### src/rtl/digit_scan_ctrl.sv
// Multiplexed display digit scanner: round-robin over enabled digits, each
// driven for a programmable dwell with a fixed all-off blanking gap between.
module digit_scan_ctrl #(
  parameter int unsigned NUM_DIGITS   = 4,
  parameter int unsigned DIV_W        = 18,
  parameter int unsigned DEFAULT_DIV  = 99999,
  parameter int unsigned BLANK_CYCLES = 8
) (
  input  logic                          clk_i,
  input  logic                          rst_ni,
  input  logic                          enable_i,
  input  logic [NUM_DIGITS-1:0]         digit_mask_i,
  input  logic [DIV_W-1:0]              div_i,
  input  logic                          div_load_i,
  output logic [NUM_DIGITS-1:0]         digit_en_o,
  output logic [$clog2(NUM_DIGITS)-1:0] digit_idx_o,
  output logic                          tick_o,
  output logic                          busy_o
);

  localparam int unsigned IW = $clog2(NUM_DIGITS);
  localparam logic [DIV_W-1:0] BLANK_LOAD = DIV_W'(BLANK_CYCLES - 1);

  typedef enum logic [1:0] {IDLE, BLANK, DRIVE} state_e;

  state_e                  state_q;
  logic [DIV_W-1:0]        cnt_q;
  logic [DIV_W-1:0]        div_q;
  logic [IW-1:0]           idx_q;
  logic [NUM_DIGITS-1:0]   en_q;
  logic                    tick_q;

  logic [IW-1:0]           first_idx;
  logic [IW-1:0]           next_idx;
  logic                    any_set;

  assign any_set = |digit_mask_i;

  always_comb begin
    first_idx = '0;
    for (int unsigned i = NUM_DIGITS; i > 0; i--) begin
      if (digit_mask_i[IW'(i - 1)]) first_idx = IW'(i - 1);
    end
  end

  // Scan offsets downward so the nearest set bit after idx_q wins; offset
  // NUM_DIGITS wraps back onto idx_q itself for a single-digit mask.
  always_comb begin
    next_idx = idx_q;
    for (int unsigned k = NUM_DIGITS; k > 0; k--) begin
      if (digit_mask_i[IW'((32'(idx_q) + k) % NUM_DIGITS)])
        next_idx = IW'((32'(idx_q) + k) % NUM_DIGITS);
    end
  end

  always_ff @(posedge clk_i or negedge rst_ni) begin
    if (!rst_ni) begin
      state_q <= IDLE;
      cnt_q   <= '0;
      div_q   <= DIV_W'(DEFAULT_DIV);
      idx_q   <= '0;
      en_q    <= '0;
      tick_q  <= 1'b0;
    end else begin
      if (div_load_i) div_q <= div_i;
      tick_q <= 1'b0;
      if (!enable_i) begin
        state_q <= IDLE;
        en_q    <= '0;
      end else begin
        case (state_q)
          IDLE: begin
            if (any_set) begin
              idx_q   <= first_idx;
              cnt_q   <= BLANK_LOAD;
              state_q <= BLANK;
            end
          end
          BLANK: begin
            if (cnt_q != '0) begin
              cnt_q <= cnt_q - DIV_W'(1);
            end else begin
              state_q <= DRIVE;
              cnt_q   <= div_q;
              en_q    <= NUM_DIGITS'(1) << idx_q;
              tick_q  <= 1'b1;
            end
          end
          DRIVE: begin
            if (cnt_q != '0) begin
              cnt_q <= cnt_q - DIV_W'(1);
            end else begin
              en_q <= '0;
              if (any_set) begin
                idx_q   <= next_idx;
                cnt_q   <= BLANK_LOAD;
                state_q <= BLANK;
              end else begin
                state_q <= IDLE;
              end
            end
          end
          default: begin
            state_q <= IDLE;
            en_q    <= '0;
          end
        endcase
      end
    end
  end

  assign digit_en_o  = en_q;
  assign digit_idx_o = idx_q;
  assign tick_o      = tick_q;
  assign busy_o      = (state_q != IDLE);

endmodule

### config.mk
export PLATFORM = sky130hd
export DESIGN_NAME = digit_scan_ctrl
export DESIGN_NICKNAME = d
export VERILOG_FILES = /design/src/rtl/digit_scan_ctrl.sv
export SDC_FILE = /design/constraint.sdc
export NUM_CORES = 1
export LEC_CHECK = 0
export BUFFER_PORTS_ARGS = -buffer_cell sky130_fd_sc_hd__buf_2
export CORE_MARGIN = 1
export CORE_UTILIZATION = 28
export CTS_CLUSTER_DIAMETER = 150
export DETAILED_ROUTE_END_ITERATION = 16
export SETUP_SLACK_MARGIN = 0.05
export SLEW_MARGIN = 20
export SYNTH_ARGS = -nofsm -noshare
export SYNTH_HDL_FRONTEND = slang
export SYNTH_SLANG_ARGS = --single-unit
### constraint.sdc
create_clock -name clk_i -period 3.35 [get_ports clk_i]
set_input_delay 0.1675 -clock clk_i [delete_from_list [all_inputs] [get_ports clk_i]]
set_output_delay 0.1675 -clock clk_i [all_outputs]
set_load 0.02 [all_outputs]
# Yosys cells after proc, flatten, opt, wreduce, memory -nomap -nowiden
# Index checks and enable logic that the tools add are counted.
classes:
  n_addsub: 5
  multipliers: 0
  n_div: 0
  n_lt_le_gt_ge: 4
  n_eq_ne: 10
  shifts: 1
  mux: 37
  bitwise_logic: 0
  reduce_logical: 10
op_table:
  columns: ["cell", "count"]
  rows:
  - ["$mux W18", 3]
  - ["$pmux W18 S3", 1]
  - ["$mux W2", 15]
  - ["$reduce_bool A18 Y1", 1]
  - ["$sub A18 B1 Y18 const B", 1]
  - ["$lt A2 B3 Y1 const B", 4]
  - ["$mux W4", 3]
  - ["$pmux W4 S3", 1]
  - ["$ne A3 B3 Y1 const B", 3]
  - ["$bmux W1 S2", 4]
  - ["$mux W1", 8]
  - ["$ne A2 B2 Y1 const B", 4]
  - ["$pmux W2 S3", 1]
  - ["$reduce_and A3 Y1", 2]
  - ["$reduce_and A6 Y1", 1]
  - ["$ne A5 B5 Y1 const B", 1]
  - ["$add A2 B1 Y2 const B", 2]
  - ["$add A2 B2 Y2 const B", 2]
  - ["$pmux W2 S2", 1]
  - ["$reduce_bool A2 Y1", 2]
  - ["$reduce_or A4 Y1", 1]
  - ["$shl A1 B2 Y4 const A", 1]
  - ["$reduce_bool A3 Y1", 1]
  - ["$eq A2 B1 Y1 const B", 1]
  - ["3 further kinds", 3]
word_totals:
  ff_bits: 45
  latch_bits: 0
  ram_bits: 0
  romBits: 0
  inputBits: 26
  output_inout_bits: 8
  memories: 0

# Logic depth before layout (Yosys ltp)
logic_depth:
  ltp_word: 10
  ltp_mapped: 8
  ltp_nobuf: 7

# Worst setup path after synthesis
# No wires, ideal clock.
synth_path:
  path_type: "reg2reg"
  startpoint: "register cnt_q[5]"
  endpoint: "register cnt_q[17]"
  arrival_time_ns: 2.335
  t_required_ns: 3.224
  slack_ns: 0.889
  path_stages_with_launch: 8
  synth_period_minus_slack_ns: 2.461
  path_cell_list: "dfrtp_1 or4_1 buf_2 or4_4 buf_6 o31ai_4 a21oi_1 a221o_1"
synth_between:
  elab_chain_cells: 3
synth_lines:
  columns: ["element", "line", "text"]
  rows:
  - ["start: declaration", "27", "logic [DIV_W-1:0] cnt_q;"]
  - ["start signal: assignment", "81", "cnt_q <= cnt_q - DIV_W'(1);"]
  - ["start signal: assignment", "84", "cnt_q <= div_q;"]
  - ["start signal: assignment", "91", "cnt_q <= cnt_q - DIV_W'(1);"]
  - ["$sub A18 B1 Y18 / $reduce_bool A18 Y1 (equally long branches)", null, null]
  - ["$mux W18 (on tied branches)", "90, 80", null]
  - ["$pmux W18 S3 *", "71", "case (state_q)"]
# Every way passes the cells marked *; elsewhere a longest branch is shown, timed or not.
# A chain may end at the register's enable or synchronous reset.

# Worst setup path after layout
layout_path:
  startpoint: "register cnt_q[5]"
  endpoint: "register cnt_q[16]"
# Same word-level chain as after synthesis.

==> run metrics <==
met3 GRT Util=0.0278; vias=2513; antenna-violating nets left=0; IO Count=34; post-synth cell types=66; Final Net Count=361; Pins Over Slew Limit=0; RSZ-0062 raised after global routing=false; die width=103 microns; PortBufs=33; DR pass1 iterations=4; DRT iter0 DRCs=149; Initial Util=0.291; commonest non-fill, non-tap cell in the layout=dfrtp_1; synthesized flop and latch total=45; Top delay family on crit path=simple AND/OR/NAND/NOR gates; Vert. Die Dim=103 microns; clk sink count=45; Max Cap Violations=0; Async SR Flop Fraction=1.00; gate count after technology mapping=300; period utilization=0.788; DR WL/cell=15.7 microns; GRT overflow=0; commonest cells after routing, fill and taps aside=35 x dfrtp_1, 32 x buf_2, 20 x nand2_1, 20 x a21oi_1, 18 x mux2_2; crit-path max FO=9; first-pass GRT wire length=12200 microns; Vias per Instance=5.49; Fin. Hold Viols=0; ant diodes=0; final core occ=0.333; Synth area leader=dfrtp_1; ranking of synthesized cells by area=dfrtp_1 31%, dfstp_2 9.2%, mux2_2 7.1%; Max stage delay on crit path=690 ps; Achievable Freq=0.379 GHz; Synth top area share=0.307; Period minus WS final=2640 ps; WS Path Type=register to register; Resize count post-CTS=0; Critical Path, Cell by Cell=or4_1 -> or4_4 -> o211ai_4 -> and2_1 -> o221ai_1; Ys Warns=0; GRT met2 Usage=0.242; GRT Max-Usage Layer=met2; initial antenna violation count=0; Worst-Skew Late Latency=300 ps; clock skew=10.3 ps; H-tree Lvls=2; RePlAce Congestion=0.850; gr usage total=0.150; worst vdd ir=0.184 mV; Post-synth EDFFs=0; Setup violations, final=0; power per cell area=583 mW/mm^2; Clock Pin Slew Worst Setup and Hold Paths=90 ps; area added between synthesis and finish=14.5%; Post-Route WL=7200 microns; leak pwr=1.38 nW; Mapped Area=0.00286 sq mm; sequential area share after synthesis=0.399; root buffer cell=clkbuf_8; largest net degree at the start of global routing=46; DP HPWL=5210 microns; share of layout cells above drive strength 1=0.258; post-synthesis net count=337; M1 GR Usage=0.198; Req. time, crit path=3520 ps; Slowest cell on crit path=or4_1; Final Non-Filler Cells=458; clk buf depth=2; multi-input logic area=0.00159 sq mm; postcts setup bufs=0; setup TNS=0 ps; register area=0.00114 sq mm; DRC=0; outcome=completed; CTS tree=yes; HP Class=input port to register; DP Cell Count=449; Top FF cell, synth=dfrtp_1; Hold Slack=86.1 ps; critical path arrival=2810 ps; Placeable Area=0.00982 sq mm; Slew headroom=0.551; crit end category=register; Startpoint Class=register; syn_area_per_cell=9.52 sq um; vias in the first global route=2482; Row Count=36; die area=0.0106 sq mm; worst slew pin tran=674 ps; TritonCTS Buffers=5; fillers=1070; WP buf/inv=0
==> registers in the layout, indices dropped and copies added, names as in the netlist <==
name,cells
state_q,2
tick_o,1
digit_en_o,4
digit_idx_o,2
div_q,18
cnt_q,18
==> cells by family after synthesis <==
logic type	share of synthesized area
AO/OA/AOI/OAI	0.245
XOR/XNOR	0.00920
adder cells (fa/ha/maj)	0.0482
buffers and inverters	0.0464
flip-flops	0.399
multiplexers	0.0780
AND/OR/NAND/NOR	0.174
==> repair_timing <==
action,in CTS,in global routing
hold buffers,0,1
endpoints found under the hold margin,0,35
setup endpoints to repair,0,0
==> power by group <==
part | internal [mW] | leakage [nW] | switching (mW) | total [mW]
Clock | 0.243 | 0.0574 | 0.196 | 0.439
Sequential | 0.615 | 0.561 | 0.0863 | 0.701
Combinational | 0.275 | 0.759 | 0.492 | 0.767
==> per-layer routing <==
metal  share of wire  wire length, microns
met5               0                     0
met4           0.024                   171
met3           0.051                   369
met2            0.47                  3380
met1            0.46                  3280
==> final timing paths <==
| path | from | to | slack, ps | cells past startpoint |
|---|---|---|---|---|
| hold reg to reg | div_q[4] | cnt_q[4] | 520 | 2 |
| setup / recovery | cnt_q[5] | cnt_q[16] | 710 | 5 |
| min in group asynchronous | rst_ni | digit_en_o[2] | 390 | 2 |
| max in group asynchronous | rst_ni | div_q[5] | 2530 | 2 |
| setup reg to reg | cnt_q[5] | cnt_q[16] | 710 | 5 |
| hold / removal | div_i[0] | div_q[0] | 90 | 2 |
==> Yosys cell counts (2+ instances only) <==
library cell / instances
a211o_1: 2
a211oi_1: 3
a21o_1: 6
a21oi_1: 20
a221o_1: 4
a221oi_1: 3
a22o_1: 2
a22oi_1: 6
a311oi_1: 2
a31oi_1: 2
a32oi_1: 5
and3_1: 2
clkbuf_1: 19
dfrtp_1: 35
dfstp_2: 10
ha_1: 11
inv_1: 11
mux2_2: 18
mux2i_1: 2
nand2_1: 20
nand2b_1: 2
nand3_1: 9
nand4_1: 4
nor2_1: 15
nor3_1: 9
nor4_1: 5
o211ai_1: 3
o21ai_0: 7
o21ai_1: 13
o22ai_1: 2
o31ai_1: 2
o41ai_1: 2
or2_2: 2
or3_1: 5
or4_1: 5
xnor2_1: 2
==> layout make-up <==
class,instances,share of cell area
multi-input combinational,222,0.487
clock buffer,6,0.0253
clock inverter,2,0.0115
timing repair buffer,38,0.0635
tap,133,0.0509
inverter,12,0.0138
sequential,45,0.348
==> through the flow <==
step                      power [mW]  instance area [sq um]  setup WS, ps
after floorplan                 1.27                   2860           889
after global placement          1.46                   3140           747
after detailed placement        1.48                   3140           729
after CTS                       1.91                   3260           720
after global routing            2.04                   3270           577
final                           1.91                   3270           709
==> worst register-to-register path, stage by stage (launching register included) <==
cell and delay, ps:
dfrtp_1 450, or4_1 690, or4_4 680, o211ai_4 370, and2_1 190, o221ai_1 130
Note: power is estimated with default switching activity, not from simulation.
